File: config.mk
export PLATFORM = sky130hd
export DESIGN_NAME = chase_drive_ctrl
export DESIGN_NICKNAME = d
export VERILOG_FILES = /design/src/rtl/chase_pkg.sv /design/src/rtl/ramp_limiter.sv /design/src/rtl/chase_drive_ctrl.sv
export SDC_FILE = /design/constraint.sdc
export NUM_CORES = 1
export LEC_CHECK = 0
export BUFFER_PORTS_ARGS = -buffer_cell sky130_fd_sc_hd__buf_2
export CAP_MARGIN = 20
export CORE_ASPECT_RATIO = 2
export CORE_UTILIZATION = 40
export DETAILED_ROUTE_END_ITERATION = 6
export SYNTH_ARGS = -nofsm -noshare
export SYNTH_HDL_FRONTEND = slang
export SYNTH_SLANG_ARGS = --single-unit
File: constraint.sdc
create_clock -name clk_65mhz -period 15.43 [get_ports clk_65mhz]
set_input_delay 1.543 -clock clk_65mhz [delete_from_list [all_inputs] [get_ports clk_65mhz]]
set_output_delay 1.543 -clock clk_65mhz [all_outputs]
set_load 0.01 [all_outputs]
File: src/rtl/chase_pkg.sv
// rtl/chase_pkg.sv - shared types, defaults and saturation helper for the chase drive controller
package chase_pkg;

  typedef enum logic [2:0] {
    IDLE     = 3'd0,
    SEARCH   = 3'd1,
    APPROACH = 3'd2,
    HOLD     = 3'd3
  } drive_state_t;

  typedef logic signed [8:0]  speed_t;
  typedef logic signed [10:0] wide_t;

  localparam int IMG_CENTER_X_DEF = 160;
  localparam int MAX_SPEED_DEF    = 120;

  function automatic wide_t sat(input wide_t v, input wide_t lim);
    if (v > lim)       return lim;
    else if (v < -lim) return -lim;
    else               return v;
  endfunction

endpackage

File: src/rtl/ramp_limiter.sv
// rtl/ramp_limiter.sv - moves a wheel speed toward its target by at most one step per frame
module ramp_limiter
  import chase_pkg::*;
(
  input  wide_t  target_i,
  input  speed_t current_i,
  input  wide_t  step_i,
  output speed_t next_o
);

  wide_t cur;
  wide_t diff;
  wide_t nxt;

  always_comb begin
    cur  = wide_t'(current_i);
    diff = target_i - cur;
    if (diff > step_i)       nxt = cur + step_i;
    else if (diff < -step_i) nxt = cur - step_i;
    else                     nxt = target_i;
    next_o = speed_t'(nxt);
  end

endmodule

File: src/rtl/chase_drive_ctrl.sv
// rtl/chase_drive_ctrl.sv - frame-rate search/approach/hold/lost drive FSM with slew-limited wheel speeds
module chase_drive_ctrl
  import chase_pkg::*;
#(
  parameter int IMG_CENTER_X = IMG_CENTER_X_DEF,
  parameter int DEADBAND     = 8,
  parameter int KP_SHIFT     = 2,
  parameter int BASE_SPEED   = 64,
  parameter int MAX_SPEED    = MAX_SPEED_DEF,
  parameter int RAMP_STEP    = 8,
  parameter int SEARCH_SPEED = 40,
  parameter int RAD_TOL      = 4,
  parameter int LOST_FRAMES  = 15
) (
  input  logic       clk_65mhz,
  input  logic       reset_n,
  input  logic       frame_done,
  input  logic       track,
  input  logic       move,
  input  logic       blob_valid,
  input  logic [8:0] blob_x,
  input  logic [6:0] blob_rad,
  input  logic [6:0] goal_rad,
  output speed_t     speed1,
  output speed_t     speed2,
  output logic [2:0] drive_state,
  output logic       lost
);

  localparam int              CW     = $clog2(LOST_FRAMES + 1);
  localparam logic [CW-1:0]   LOST_C = CW'(LOST_FRAMES);

  drive_state_t  state_q, state_d;
  logic [CW-1:0] cnt_q, cnt_d, cnt_inc;
  wide_t         tgt1_q, tgt1_d, tgt2_q, tgt2_d;
  speed_t        s1_q, s2_q, s1_next, s2_next;

  wide_t      err_raw, err, turn, fwd, calc1, calc2;
  logic [7:0] rad_plus, goal_plus;

  always_comb begin
    err_raw   = wide_t'({2'b00, blob_x}) - wide_t'(IMG_CENTER_X);
    err       = ((err_raw <= wide_t'(DEADBAND)) && (err_raw >= -wide_t'(DEADBAND))) ? '0 : err_raw;
    turn      = err >>> KP_SHIFT;
    rad_plus  = {1'b0, blob_rad} + 8'(RAD_TOL);
    goal_plus = {1'b0, goal_rad} + 8'(RAD_TOL);
    if (rad_plus < {1'b0, goal_rad})       fwd = wide_t'(BASE_SPEED);
    else if ({1'b0, blob_rad} > goal_plus) fwd = -wide_t'(BASE_SPEED >> 1);
    else                                   fwd = '0;
    calc1   = sat(fwd + turn, wide_t'(MAX_SPEED));
    calc2   = sat(fwd - turn, wide_t'(MAX_SPEED));
    cnt_inc = (cnt_q == LOST_C) ? cnt_q : cnt_q + 1'b1;
  end

  // Targets are chosen for the state being entered; a missing blob coasts on the last target.
  always_comb begin
    state_d = state_q;
    cnt_d   = cnt_q;
    tgt1_d  = tgt1_q;
    tgt2_d  = tgt2_q;
    if (!track || (frame_done && !move)) begin
      state_d = IDLE;
      cnt_d   = '0;
      tgt1_d  = '0;
      tgt2_d  = '0;
    end else if (frame_done) begin
      if (blob_valid) begin
        cnt_d = '0;
        if ((state_q == APPROACH || state_q == HOLD) && fwd == '0 && err == '0) begin
          state_d = HOLD;
          tgt1_d  = '0;
          tgt2_d  = '0;
        end else begin
          state_d = APPROACH;
          tgt1_d  = calc1;
          tgt2_d  = calc2;
        end
      end else begin
        cnt_d = cnt_inc;
        if (state_q == IDLE || state_q == SEARCH || cnt_inc == LOST_C) begin
          state_d = SEARCH;
          tgt1_d  = wide_t'(SEARCH_SPEED);
          tgt2_d  = -wide_t'(SEARCH_SPEED);
        end
      end
    end
  end

  ramp_limiter u_ramp1 (
    .target_i  (tgt1_d),
    .current_i (s1_q),
    .step_i    (wide_t'(RAMP_STEP)),
    .next_o    (s1_next)
  );

  ramp_limiter u_ramp2 (
    .target_i  (tgt2_d),
    .current_i (s2_q),
    .step_i    (wide_t'(RAMP_STEP)),
    .next_o    (s2_next)
  );

  always_ff @(posedge clk_65mhz or negedge reset_n) begin
    if (!reset_n) begin
      state_q <= IDLE;
      cnt_q   <= '0;
      tgt1_q  <= '0;
      tgt2_q  <= '0;
      s1_q    <= '0;
      s2_q    <= '0;
    end else begin
      state_q <= state_d;
      cnt_q   <= cnt_d;
      tgt1_q  <= tgt1_d;
      tgt2_q  <= tgt2_d;
      if (!track) begin
        s1_q <= '0;
        s2_q <= '0;
      end else if (frame_done) begin
        s1_q <= s1_next;
        s2_q <= s2_next;
      end
    end
  end

  assign speed1      = s1_q;
  assign speed2      = s2_q;
  assign drive_state = state_q;
  assign lost        = (cnt_q == LOST_C);

endmodule
==> summary.md <==
| Metric | Value |
|---|---|
| # IOs | 51 |
| Skew final | 7.01 ps |
| Register bit count reported by yosys | 46 |
| RSZ-0062 raised after global routing | no |
| Detailed-placement wirelength estimate | 12200 um |
| Clock buffer count from CTS | 5 |
| Routed Antenna Nets | 0 |
| Sum of negative setup slack | 0 ps |
| FFs w/ async S/R, synth | 100% |
| Synth top cells by count | nor2_1, inv_1, a21oi_1, nand2_1, ha_1 |
| Final core occ | 45.6% |
| Non-filler cells, final | approximately 830 |
| Vias in the first global route | 5147 |
| Slew Viols, Final | 0 |
| Hold WC Path Type | register to register |
| Critical setup path kind | primary input to register |
| Worst-margin pin slew | between 900 and 1000 ps |
| Syn. warnings | 0 |
| Cells after Synth | 642 |
| Drt initial violations | 305 |
| CTS tree | yes |
| Setup Fix Bufs, Post-CTS | 0 |
| DR vias | 4993 |
| Post-DR wirelength/cell | 18.2 um |
| Initial antenna violation count | 0 |
| Post-CTS Hold Fix Bufs | 0 |
| CP top delay family | compound AO/OA/AOI/OAI gates |
| Peak VDD IR | between 0.07 and 0.08 mV |
| Dpl cells | 823 |
| Slew HR | about 38% |
| Port bufs | 49 |
| Syn_nets | between 700 and 800 |
| H-tree lvl count | 2 |
| Synth top area cells | dfrtp_1, ha_1, a21oi_1 |
| Clock transition at path regs | approximately 70 ps |
| Total clock sinks | between 40 and 50 |
| DRC viols | 0 |
| Min Tclk post-route | 9540 ps |
| Gpl congestion | 0.943 |
| PostCTS Resize Cnt | 0 |
| Number of synthesized flops with an enable pin | 0 |
| CP peak stage delay | between 500 and 600 ps |
| Net count, final | 768 |
| Most common cell in the netlist | nor2_1 |
| Core Area | about 12000 um^2 |
| Startpoint types | primary input |
| DIE AREA | between 10000 and 15000 um^2 |
| Avg Cell Area, Syn | 7.74 um^2 |
| Outcome | complete, no violations |
| Area Growth Syn to Fin | 11.2% |
| CP max-delay cell | o41ai_4 |
| Area share of the largest cell type after synthesis | 23.2% |
| Fmax | 0.105 GHz |
| Fillcell total | 1283 |
| Grt ovf | 0 |
| Most used DFF post-synth | dfrtp_1 |
| First-pass GRT wire length | 24400 um |
| Ratio of cells with drive above 1 in the final layout | 11.7% |
| P per Cell Area | 148 nW/um^2 |
| Worst-skew pair later-pin latency | about 300 ps |
| Synthesized cell area | ~5000 um^2 |
| CP max FO | 13 |
| Clk buf depth | 2 |
| Final hold viol count | 0 |
| Worst Path Arrival | between 9000 and 10000 ps |
| CP bufs+invs | 4 |
| N_diodes | 0 |
| Final WL | 15200 um |
| Leakage | roughly 2.6 nW |
| Die height | between 150 and 200 um |
| Synth area leader | dfrtp_1 |
| Sequential share of the synthesized area | 23.2% |
| Yosys cell types | 76 |
| DR vias/cell | 6.00 |
| DRT Pass-1 Iters | 4 |
| Critical Path RT | 15650 ps |
| Site Rows | 57 |
| Endpoints failing setup | 0 |
| Crit end category | register |
| Max-capacitance violation count | 0 |
| GRT Total Usage | 24.5% |
| CTS root buf | clkbuf_16 |
| Largest net degree at the start of global routing | 47 |
| Final period utilization | 61.8% |
| Initial cell density of the core | about two fifths |
| Die Wd | between 80 and 90 um |
[routing by layer]
layer	share of wire, %	track usage [%]
met5	0	0
met4	7.0	17.0
met3	4.0	3.09
met2	54	45.1
met1	35	23.9
[cell families (layout without fill, tap and decap cells)]
logic type	after synthesis	after routing	synth area share, %
and+or+nand+nor	227	227	22.1
other	1	1	0.0754
buffers and inverters	75	118	5.81
adders and majority gates	55	55	14.6
xor gates and xnor gates	30	30	5.29
muxes	6	6	1.31
AOI/OAI and AO/OA	202	202	27.7
DFF	46	46	23.2
[area by class of cell]
type,count,area (um^2),area share (%)
flip-flops and latches,46,1150,20.8
clock inverters,1,8.76,0.158
multi-input cells,521,3530,63.9
well taps,147,184,3.33
inverters,57,214,3.87
repair buffers,53,288,5.20
clock buffers,7,153,2.76
[worst paths after layout]
kind                           startpoint              to  slack [ps]  cells past startpoint
max                             blob_x[5]       speed2[1]        5890                     34
min                        drive_state[0]  drive_state[0]         540                      2
max reg2reg                      cnt_q[0]       speed2[1]        9410                     22
min reg2reg                drive_state[0]  drive_state[0]         540                      2
max in group asynchronous         reset_n       tgt1_q[8]       13860                      2
min in group asynchronous         reset_n        cnt_q[3]        1080                      1
[tightest hold or removal path, cell delays in order (launching register included)]
cell,delay (ps)
dfrtp_1,360
o21ai_0,90
o41ai_1,60
[flip-flops by register name, indices dropped and copies added (netlist names)]
name and flops:
speed2 9, tgt1_q 11, drive_state 2, speed1 9
cnt_q 4, tgt2_q 11
[per-stage QoR]
step                      hold WS (ps)  total power [mW]  worst slack [ps]  instance area, um^2
final                              541             0.817              5890                 5530
after global routing               587             0.882              5240                 5530
after CTS                          543             0.815              5940                 5510
after detailed placement           525             0.691              5720                 5350
after global placement             497             0.680              5950                 5350
after floorplan                    483             0.567              6610                 4970
[cells in the final DEF, fill, tap and decap left out, drive strengths merged, types with 6 or more instances in the layout]
master | Yosys | final
and3 | 6 | 6
nor2 | 65 | 65
o21a | 7 | 7
nand3 | 26 | 26
or3 | 11 | 11
inv | 57 | 57
a21oi | 57 | 57
a21o | 14 | 14
nor2b | 6 | 6
a31oi | 8 | 8
o211ai | 6 | 6
a211oi | 6 | 6
nand2b | 6 | 6
xnor2 | 20 | 20
buf | 5 | 53
nand2 | 52 | 52
xor2 | 10 | 10
o31ai | 6 | 6
nor3 | 26 | 26
clkbuf | 13 | 7
dfrtp | 46 | 46
o21ai | 42 | 42
ha | 50 | 50
[power by group]
part	switching [mW]	internal, mW
logic	0.330	0.213
clock network	0.0506	0.0694
registers	0.0186	0.136
total	0.399	0.418
No activity file was read; power rests on OpenSTA's default activity.
